### src/rtl/node_mesh_proc_if.sv
// node_mesh_proc_if: channel and result handshake bundle.
// master drives the input words and out_ready; slave is the node.
interface node_mesh_proc_if #(
    parameter int WIDTH = 4,
    parameter int NCH   = 4
);
    localparam int CW = $clog2(NCH);

    logic [NCH*WIDTH-1:0] in_data;
    logic [NCH-1:0]       in_valid;
    logic [NCH-1:0]       in_ready;
    logic [WIDTH-1:0]     out_data;
    logic [CW-1:0]        out_chan;
    logic                 out_valid;
    logic                 out_ready;

    modport master (
        output in_data, in_valid, out_ready,
        input  in_ready, out_data, out_chan, out_valid
    );

    modport slave (
        input  in_data, in_valid, out_ready,
        output in_ready, out_data, out_chan, out_valid
    );
endinterface

### src/rtl/node_mesh_proc.sv
// node_mesh_proc: gathers one word per enabled channel and reduces it
// (SUM/MAX/XOR) or forwards one word round-robin (ROUTE).
module node_mesh_proc #(
    parameter int WIDTH  = 4,
    parameter int NCH    = 4,
    parameter int OCNT_W = 8
) (
    input  logic                clk,
    input  logic                rst_n,
    input  logic [1:0]          mode,
    input  logic [NCH-1:0]      chan_en,
    input  logic                rnd,
    node_mesh_proc_if.slave     bus,
    output logic                busy,
    output logic [OCNT_W-1:0]   op_count
);
    localparam int CW = $clog2(NCH);

    localparam logic [1:0] M_ROUTE = 2'd0;
    localparam logic [1:0] M_SUM   = 2'd1;
    localparam logic [1:0] M_MAX   = 2'd2;
    localparam logic [1:0] M_XOR   = 2'd3;

    typedef enum logic [1:0] {
        S_START,
        S_COLLECT,
        S_EMIT
    } state_t;

    state_t              state_q, state_d;
    logic [1:0]          mode_q, mode_d;
    logic [NCH-1:0]      en_q, en_d;
    logic [WIDTH-1:0]    acc_q, acc_d;
    logic [NCH-1:0]      got_q, got_d;
    logic [CW-1:0]       rr_q, rr_d;
    logic [CW-1:0]       chan_q, chan_d;
    logic [OCNT_W-1:0]   cnt_q, cnt_d;

    logic [NCH-1:0]      rdy;
    logic [NCH-1:0]      hs;
    logic                vld;
    logic [WIDTH-1:0]    word [NCH];

    for (genvar g = 0; g < NCH; g++) begin : g_unpack
        assign word[g] = bus.in_data[g*WIDTH +: WIDTH];
    end

    function automatic logic [WIDTH-1:0] fold(
        input logic [1:0]       m,
        input logic [WIDTH-1:0] a,
        input logic [WIDTH-1:0] b
    );
        logic [WIDTH-1:0] r;
        case (m)
            M_SUM:   r = a + b;
            M_MAX:   r = (b > a) ? b : a;
            M_XOR:   r = a ^ b;
            default: r = a;
        endcase
        return r;
    endfunction

    // Pointer advance modulo NCH; NCH need not be a power of two.
    function automatic logic [CW-1:0] rr_step(
        input logic [CW-1:0] p,
        input logic          two
    );
        logic [CW:0] s;
        s = {1'b0, p} + (two ? (CW+1)'(2) : (CW+1)'(1));
        if (s >= (CW+1)'(NCH))
            s = s - (CW+1)'(NCH);
        return s[CW-1:0];
    endfunction

    // Next-state, datapath and handshake decode.
    always_comb begin
        state_d = state_q;
        mode_d  = mode_q;
        en_d    = en_q;
        acc_d   = acc_q;
        got_d   = got_q;
        rr_d    = rr_q;
        chan_d  = chan_q;
        cnt_d   = cnt_q;
        rdy     = '0;
        hs      = '0;
        vld     = 1'b0;
        unique case (state_q)
            S_START: begin
                mode_d  = mode;
                en_d    = chan_en;
                acc_d   = '0;
                got_d   = '0;
                chan_d  = '0;
                state_d = S_COLLECT;
            end
            S_COLLECT: begin
                if (mode_q == M_ROUTE) begin
                    rdy = (NCH'(1) << rr_q) & en_q;
                    if (en_q[rr_q] && bus.in_valid[rr_q]) begin
                        acc_d   = word[rr_q];
                        chan_d  = rr_q;
                        rr_d    = rr_step(rr_q, rnd);
                        state_d = S_EMIT;
                    end else begin
                        rr_d = rr_step(rr_q, 1'b0);
                    end
                end else begin
                    rdy = en_q & ~got_q;
                    hs  = rdy & bus.in_valid;
                    for (int i = 0; i < NCH; i++) begin
                        if (hs[i])
                            acc_d = fold(mode_q, acc_d, word[i]);
                    end
                    got_d = got_q | hs;
                    // An empty mask never completes.
                    if (en_q != '0 && got_d == en_q)
                        state_d = S_EMIT;
                end
            end
            S_EMIT: begin
                vld = 1'b1;
                if (bus.out_ready) begin
                    cnt_d   = cnt_q + 1'b1;
                    state_d = S_START;
                end
            end
            default: state_d = S_START;
        endcase
    end

    // State registers, cleared asynchronously.
    always_ff @(posedge clk or negedge rst_n) begin
        if (!rst_n) begin
            state_q <= S_START;
            mode_q  <= '0;
            en_q    <= '0;
            acc_q   <= '0;
            got_q   <= '0;
            rr_q    <= '0;
            chan_q  <= '0;
            cnt_q   <= '0;
        end else begin
            state_q <= state_d;
            mode_q  <= mode_d;
            en_q    <= en_d;
            acc_q   <= acc_d;
            got_q   <= got_d;
            rr_q    <= rr_d;
            chan_q  <= chan_d;
            cnt_q   <= cnt_d;
        end
    end

    assign bus.in_ready  = rdy;
    assign bus.out_valid = vld;
    assign bus.out_data  = acc_q;
    assign bus.out_chan  = chan_q;
    assign op_count      = cnt_q;
    assign busy          = (state_q == S_COLLECT) && (got_q != '0)
                           && (mode_q != M_ROUTE);
endmodule

### src/flat_wrapper.sv
// flat-port wrapper written by rule: the top's interface ports become plain ports
module node_mesh_proc_flat 
#(
    parameter int WIDTH  = 4,
    parameter int NCH    = 4,
    parameter int OCNT_W = 8
)
  (clk, rst_n, mode, chan_en, rnd, busy, op_count, bus_in_data, bus_in_valid, bus_out_ready, bus_in_ready, bus_out_data, bus_out_chan, bus_out_valid);
  node_mesh_proc_if #(.WIDTH(WIDTH), .NCH(NCH)) bus_i ();
  input  logic clk;
  input  logic rst_n;
  input  logic [1:0] mode;
  input  logic [NCH-1:0] chan_en;
  input  logic rnd;
  output logic busy;
  output logic [OCNT_W-1:0] op_count;
  input wire logic [$bits(bus_i.in_data)-1:0] bus_in_data;
  input wire logic [$bits(bus_i.in_valid)-1:0] bus_in_valid;
  input wire logic [$bits(bus_i.out_ready)-1:0] bus_out_ready;
  output wire logic [$bits(bus_i.in_ready)-1:0] bus_in_ready;
  output wire logic [$bits(bus_i.out_data)-1:0] bus_out_data;
  output wire logic [$bits(bus_i.out_chan)-1:0] bus_out_chan;
  output wire logic [$bits(bus_i.out_valid)-1:0] bus_out_valid;
  assign bus_i.in_data = bus_in_data;
  assign bus_i.in_valid = bus_in_valid;
  assign bus_i.out_ready = bus_out_ready;
  assign bus_in_ready = bus_i.in_ready;
  assign bus_out_data = bus_i.out_data;
  assign bus_out_chan = bus_i.out_chan;
  assign bus_out_valid = bus_i.out_valid;
  node_mesh_proc #(.WIDTH(WIDTH), .NCH(NCH), .OCNT_W(OCNT_W)) u_core (.clk(clk), .rst_n(rst_n), .mode(mode), .chan_en(chan_en), .rnd(rnd), .bus(bus_i), .busy(busy), .op_count(op_count));
endmodule
### config.mk
export PLATFORM = sky130hd
export DESIGN_NAME = node_mesh_proc_flat
export DESIGN_NICKNAME = d
export VERILOG_FILES = /design/src/rtl/node_mesh_proc_if.sv /design/src/rtl/node_mesh_proc.sv /design/src/flat_wrapper.sv
export SDC_FILE = /design/constraint.sdc
export NUM_CORES = 1
export LEC_CHECK = 0
export ABC_CLOCK_PERIOD_IN_PS = 5690
export BUFFER_PORTS_ARGS = -buffer_cell sky130_fd_sc_hd__clkbuf_2
export CORE_AREA = 3 3 81 83
export CTS_CLUSTER_DIAMETER = 200
export DETAILED_ROUTE_END_ITERATION = 12
export DIE_AREA = 0 0 84 86
export PLACE_DENSITY_LB_ADDON = 0.12
export SYNTH_ARGS = -nofsm -noshare
export SYNTH_HDL_FRONTEND = slang
export SYNTH_SLANG_ARGS = --single-unit
### constraint.sdc
create_clock -name clk -period 5.69 [get_ports clk]
set_clock_uncertainty 0.1 [all_clocks]
set_input_delay 0.8535 -clock clk [delete_from_list [all_inputs] [get_ports clk]]
set_output_delay 0.8535 -clock clk [all_outputs]
set_load 0.03 [all_outputs]
==> results of run 1 <==
worst register-to-register path, delay by kind of cell (launching register included):
| kind | cells | cell delay [ns] |
|---|---|---|
| AOI/OAI and AO/OA | 12 | 2.17 |
| and+or+nand+nor | 7 | 0.90 |
| DFF | 1 | 0.48 |
| buffers and inverters | 6 | 0.67 |
| xor gates and xnor gates | 1 | 0.12 |
| adders and majority gates | 5 | 1.51 |
cell type report:
| class | instances | area share |
|---|---|---|
| multi-input cells | 296 | 0.586 |
| repair buffers | 128 | 0.196 |
| flip-flops and latches | 28 | 0.156 |
| inverters | 28 | 0.0246 |
| well taps | 75 | 0.0209 |
| clock buffers | 3 | 0.00921 |
| clock inverters | 1 | 0.00670 |
metal layers:
metal / vias up / GRT usage / share of wire
met5: - / 0 / 0
met4: 0 / 0.0833 / 0.022
met3: 24 / 0.0471 / 0.072
met1: 1584 / 0.372 / 0.42
met2: 156 / 0.472 / 0.48
li1: 1572 / - / -
flip-flops by register name, indices dropped and copies added (netlist names):
signal,cells
u_core.op_count,8
u_core.bus.out_chan,2
u_core.mode_q,2
u_core.rr_q,2
u_core.en_q,4
u_core.got_q,4
u_core.bus.out_data,4
u_core.state_q,2
cells in the mapped netlist, drive strengths merged, types with 4 or more instances:
cell | number | share of area
mux4 | 4 | 0.029
a32oi | 4 | 0.011
nand2b | 5 | 0.010
inv | 28 | 0.034
a31oi | 6 | 0.012
a22o | 7 | 0.020
nor2b | 7 | 0.015
a21o | 6 | 0.015
nand4 | 5 | 0.010
fa | 4 | 0.026
or2 | 4 | 0.0082
nor3 | 5 | 0.0082
and3 | 9 | 0.019
a21oi | 21 | 0.036
o22ai | 4 | 0.0082
or3 | 4 | 0.0082
nand3 | 16 | 0.029
xnor2 | 11 | 0.032
clkbuf | 13 | 0.016
o21ai | 24 | 0.039
nor2 | 30 | 0.037
xor2 | 4 | 0.011
mux2 | 8 | 0.029
dfrtp | 28 | 0.23
ha | 33 | 0.14
nand2 | 30 | 0.037
cell usage in the layout, fill, tap and decap left out, drive strengths merged, types with 4 or more instances in the layout:
master and instances:
nand4 5, a22o 7, inv 28, clkbuf 51, a32oi 4, xor2 4
mux2 8, nor2b 7, or3 4, xnor2 11, buf 80, o22ai 4
nand3 16, ha 33, o21ai 24, and3 9, a21o 6, nor3 5
dfrtp 28, a21oi 21, nand2b 5, nor2 30, or2 4, fa 4
a31oi 6, nand2 30, mux4 4
repair_timing:
action	in CTS	in global routing
gates cloned	0	0
setup buffers	13	7
setup endpoints to repair	4	4
pin swaps	51	36
gates resized for setup	51	18
logic make-up after synthesis:
group                      after synthesis
DFF                                     28
AOI/OAI and AO/OA                       99
adders and majority gates               37
buffers and inverters                   44
xor gates and xnor gates                15
and+or+nand+nor                        130
muxes                                   15
worst min-delay path by stage:
stage | startpoint | slack [ns] | cells past startpoint | end
finish | u_core.op_count[7]$_DFFE_PN0P_ | 0.38 | 1 | u_core.op_count[7]$_DFFE_PN0P_
global route | u_core.op_count[6]$_DFFE_PN0P_ | 0.43 | 1 | u_core.op_count[6]$_DFFE_PN0P_
CTS | u_core.op_count[7]$_DFFE_PN0P_ | 0.38 | 1 | u_core.op_count[7]$_DFFE_PN0P_
detailed placement | u_core.op_count[7]$_DFFE_PN0P_ | 0.37 | 1 | u_core.op_count[7]$_DFFE_PN0P_
global placement | u_core.op_count[7]$_DFFE_PN0P_ | 0.36 | 1 | u_core.op_count[7]$_DFFE_PN0P_
floorplan | u_core.got_q[3]$_DFFE_PN0P_ | 0.44 | 2 | u_core.got_q[3]$_DFFE_PN0P_
power groups by stage:
stage | clock (mW) | combinational, mW | sequential [mW]
2_1_floorplan | 0 | 0.0307 | 0.203
3_3_place_gp | 0 | 0.0729 | 0.203
3_5_place_dp | 0 | 0.0746 | 0.203
4_1_cts | 0.159 | 0.0906 | 0.199
5_1_grt | 0.166 | 0.109 | 0.199
6_report | 0.158 | 0.100 | 0.199
==> flow_summary.ini, run 1 <==
[clock_network]
h-tree-depth = 1
cts_tree = built
cts_buffers = 3
cts_buffer_depth = 2
clockRootBuffer = clkbuf_8
postCtsHoldBufs = 0
cts.sinks = 28
clk_pin_slew_worst_paths_ns = 0.10
clk_latency_ns = 0.28

[min_path]
holdCritPathClass = register to register

[timing]
rsz0062_at_grt = yes
setup_viol = 4
period_needed_ns = 6.23
whs_ns = 0.377
finalMaxSlewViolations = 0
hold_viol = 0
worstMarginPinSlew_ns = 0.802
fmax_mhz = 160
relSlewSlack = 0.464
fin_tns_setup_ns = -2.07
setup_ws_ns = -0.543
period_share = 1.10

[flow_run]
cap_violations = 0

[setup_path]
arrival_ns = 6.35
cp_slowest_cell = a2111oi_4
crit_type = input pin to register
worstReg2RegStart = u_core.bus.out_data[0]$_DFFE_PN0P_
critical_path.max_stage_delay_ns = 0.39
cp-startpoint = bus_in_data[1]
crit_family = compound AO/OA/AOI/OAI gates
crit_fanout = 5
path_buf_inv = 8
r2r_cells = 31
critPathCaptureType = register
timing.rr.end = u_core.bus.out_data[3]$_DFFE_PN0P_
worstSetupStartpointType = input pin
cp.required_ns = 5.80
endpoint = u_core.bus.out_data[3]$_DFFE_PN0P_
crit_cells = 33
r2r_slack_ns = -0.33

[synthesis]
synth-adder-area-share = 0.161
yosysUniqueCellTypes = 64
yosys.area_share.xor_xnor = 0.0430
synth-main-ff-cell = dfrtp_1
synth-simple-area-share = 0.221
synthArstFlopShare = 1.00
synth.area.mux_share = 0.0688
synth_top_family_by_area = simple AND/OR/NAND/NOR gates
ys_seq_area_frac = 0.229
ys_warn_count = 0
synth_edf_count = 0
netlist_instances = 368
yosys_register_bits = 28
synth_compound_area_frac = 0.218
syn_area_sq_um = 3060
syn_nets = 435
avgSynthCellArea_sq_um = 8.30

[place]
dpl_cell_area_sq_um = 3890
dp_hpwl_microns = 7080
place_congestion = 0.947
io_buffers = 49
place_worst_setup_slack_ns = -1.00
dpl.cell_count = 535

[floorplan]
ioPinCount = 50
rows = 28
dieArea_sq_um = 7220
coreArea_sq_um = 5920
initial_utilization = 0.516
die_h_microns = 86
die_w_microns = 84

[detailed_routing]
drt_iter0_drc = 319
postRouteWirelength_microns = 10000
drcViolationCount = 0
final_antenna_net_count = 0
detail_route.vias_per_cell = 5.97
wl_per_cell_microns = 17.9
vias = 3336
firstDrtPassIters = 6

[grt]
grt.overflow.total = 0
grt_max_degree = 29
antenna_found_initial = 0
grt_first_pass_wirelength_microns = 16400
grt_pass1_vias = 3301
track_usage = 0.281

[finish]
final_cells = 559
diodes = 0
fillers = 408
finalInstanceArea_sq_um = 4480
final_net_count = 552
layout-drive-gt1-share = 0.450
utilization = 0.757
areaGrowthSynthToFinish_pct = 46.7
final-seq-area_sq_um = 701
multi_input_area_sq_um = 2630

[power_and_ir_drop]
ir_drop_v = 0.000106
comb_power_share = 0.219
power_leakage_nw = 2.03
seq_power_share = 0.435
power.total_mw = 0.457
p_switching_mw = 0.114
swShare = 0.249
power_density_nw_per_um2 = 102
p_int_mw = 0.344
p_clk_frac = 0.346

[status]
violations = setup timing
status = complete, but fails checks
(Power assumes the default switching activity.)
==> run 2, diff against run 1 <==
- ABC_CLOCK_PERIOD_IN_PS: 5690 -> 7500
- CORE_AREA: 3 3 81 83 -> 3 3 79 81
- DIE_AREA: 0 0 84 86 -> 0 0 82 84
- clock period: 5.69 -> 7.5 ns (I/O delays scaled with it)
==> flow_summary.ini, run 2 (same netlist as run 1, synthesis figures left out) <==
[min_path]
holdCritPathClass = register to register
worst_hold_path.num_cells = 1
whs_endpoint = u_core.op_count[7]$_DFFE_PN0P_
min_from = u_core.op_count[7]$_DFFE_PN0P_

[clock_network]
cts_buffers = 3
cts_tree = built
clk_latency_ns = 0.28
cts_buffer_depth = 2
clockRootBuffer = clkbuf_8
cts.sinks = 28
postCtsHoldBufs = 0
h-tree-depth = 1
clk_pin_slew_worst_paths_ns = 0.09

[floorplan]
dieArea_sq_um = 6890
ioPinCount = 50
coreArea_sq_um = 5540
initial_utilization = 0.551
die_h_microns = 84
rows = 27
die_w_microns = 82

[grt]
antenna_found_initial = 0
grt_pass1_vias = 2756
grt_max_degree = 29
grt_first_pass_wirelength_microns = 13500
track_usage = 0.246
grt.overflow.total = 0

[timing]
period_share = 0.944
hold_viol = 0
fmax_mhz = 141
setup_viol = 0
worstMarginPinSlew_ns = 0.830
setup_ws_ns = 0.422
relSlewSlack = 0.445
finalMaxSlewViolations = 0
rsz0062_at_grt = no
period_needed_ns = 7.08
fin_tns_setup_ns = 0

[setup_path]
cp.required_ns = 7.61
worstSetupStartpointType = input pin
cp_slowest_cell = fa_1
critPathCaptureType = register
arrival_ns = 7.19
critical_path.max_stage_delay_ns = 0.41
r2r_slack_ns = 0.81
worstReg2RegStart = u_core.bus.out_data[1]$_DFFE_PN0P_
crit_type = input pin to register
r2r_cells = 33
timing.rr.end = u_core.bus.out_data[3]$_DFFE_PN0P_
crit_fanout = 6

[finish]
layout_commonest_cell = clkbuf_2
final_net_count = 481
diodes = 0
largest_reg_flops = 8
layout-drive-gt1-share = 0.223
final_cell_mix = clkbuf_2, ha_1, nand2_1
areaGrowthSynthToFinish_pct = 13.4
fillers = 533

[power_and_ir_drop]
comb_power_share = 0.140
p_clk_frac = 0.384
seq_power_share = 0.476
ir_drop_v = 0.000104
p_int_mw = 0.241
power_leakage_nw = 1.64
swShare = 0.240
power_density_nw_per_um2 = 91.6
p_switching_mw = 0.0763

[place]
place_congestion = 0.924
place_worst_setup_slack_ns = 0.165
dp_hpwl_microns = 6350
io_buffers = 49

[detailed_routing]
wl_per_cell_microns = 16.8
drcViolationCount = 0
firstDrtPassIters = 5
drt_iter0_drc = 253
detail_route.vias_per_cell = 6.07
postRouteWirelength_microns = 8160
vias = 2943
final_antenna_net_count = 0

[status]
status = complete, no violations

[flow_run]
cap_violations = 0
-- run 2: worst max-delay path by stage --
stage / startpoint / to / slack [ns] / cells past startpoint
finish: bus_in_data[1] / u_core.bus.out_data[3]$_DFFE_PN0P_ / 0.42 / 33
global route: bus_in_data[1] / u_core.bus.out_data[3]$_DFFE_PN0P_ / 0.04 / 33
CTS: bus_in_data[1] / u_core.bus.out_data[3]$_DFFE_PN0P_ / 0.43 / 33
detailed placement: bus_in_data[1] / u_core.bus.out_data[3]$_DFFE_PN0P_ / 0.17 / 33
global placement: bus_in_data[1] / u_core.bus.out_data[3]$_DFFE_PN0P_ / 0.33 / 33
floorplan: bus_in_data[1] / u_core.bus.out_data[3]$_DFFE_PN0P_ / 0.66 / 27
-- run 2: metal layers --
metal	track usage	wire length, microns	vias up	part of all wire
met4	0.0544	148	0	0.018
met2	0.374	3750	136	0.46
met3	0.0400	683	19	0.084
met1	0.364	3570	1371	0.44
met5	0	0	-	0
li1	-	-	1417	-
-- run 2: critical path: cells and delay by family --
kind / cells / cell delay (ns)
fa+ha+maj: 5 / 1.55
buf+inv: 8 / 1.00
compound gates: 16 / 2.84
simple gates: 4 / 0.65
-- run 2: repair_timing --
action | 4_1_cts | 5_1_grt
resized for setup | 0 | 4
endpoints found under the setup margin | 0 | 2
setup buffers | 0 | 1
-- run 2: final cells by class --
cell class              count  area [sq um]  share of cell area
repair buffers             57           305              0.0881
clock inverters             1          30.0             0.00867
inverters                  28           105              0.0303
multi-input cells         296          2190               0.633
clock buffers               3          41.3              0.0119
well taps                  72          90.1              0.0260
flip-flops and latches     28           701               0.202
-- run 2: stage by stage --
| step | hold slack (ns) | instances | utilization | area [sq um] | power (mW) |
|---|---|---|---|---|---|
| 2_1_floorplan | 0.444 | 368 | - | 3060 | 0.174 |
| 3_3_place_gp | 0.359 | 480 | 0.608 | 3370 | 0.197 |
| 3_5_place_dp | 0.371 | 480 | 0.608 | 3370 | 0.197 |
| 4_1_cts | 0.385 | 484 | 0.621 | 3440 | 0.317 |
| 5_1_grt | 0.401 | 485 | 0.625 | 3460 | 0.331 |
| 6_report | 0.378 | 485 | 0.625 | 3460 | 0.317 |
-- run 2: power groups by stage --
stage | logic, mW | clock network (mW) | registers, mW
global route | 0.0500 | 0.130 | 0.151
floorplan | 0.0202 | 0 | 0.154
finish | 0.0445 | 0.122 | 0.151
detailed placement | 0.0432 | 0 | 0.154
CTS | 0.0435 | 0.123 | 0.151
global placement | 0.0428 | 0 | 0.154
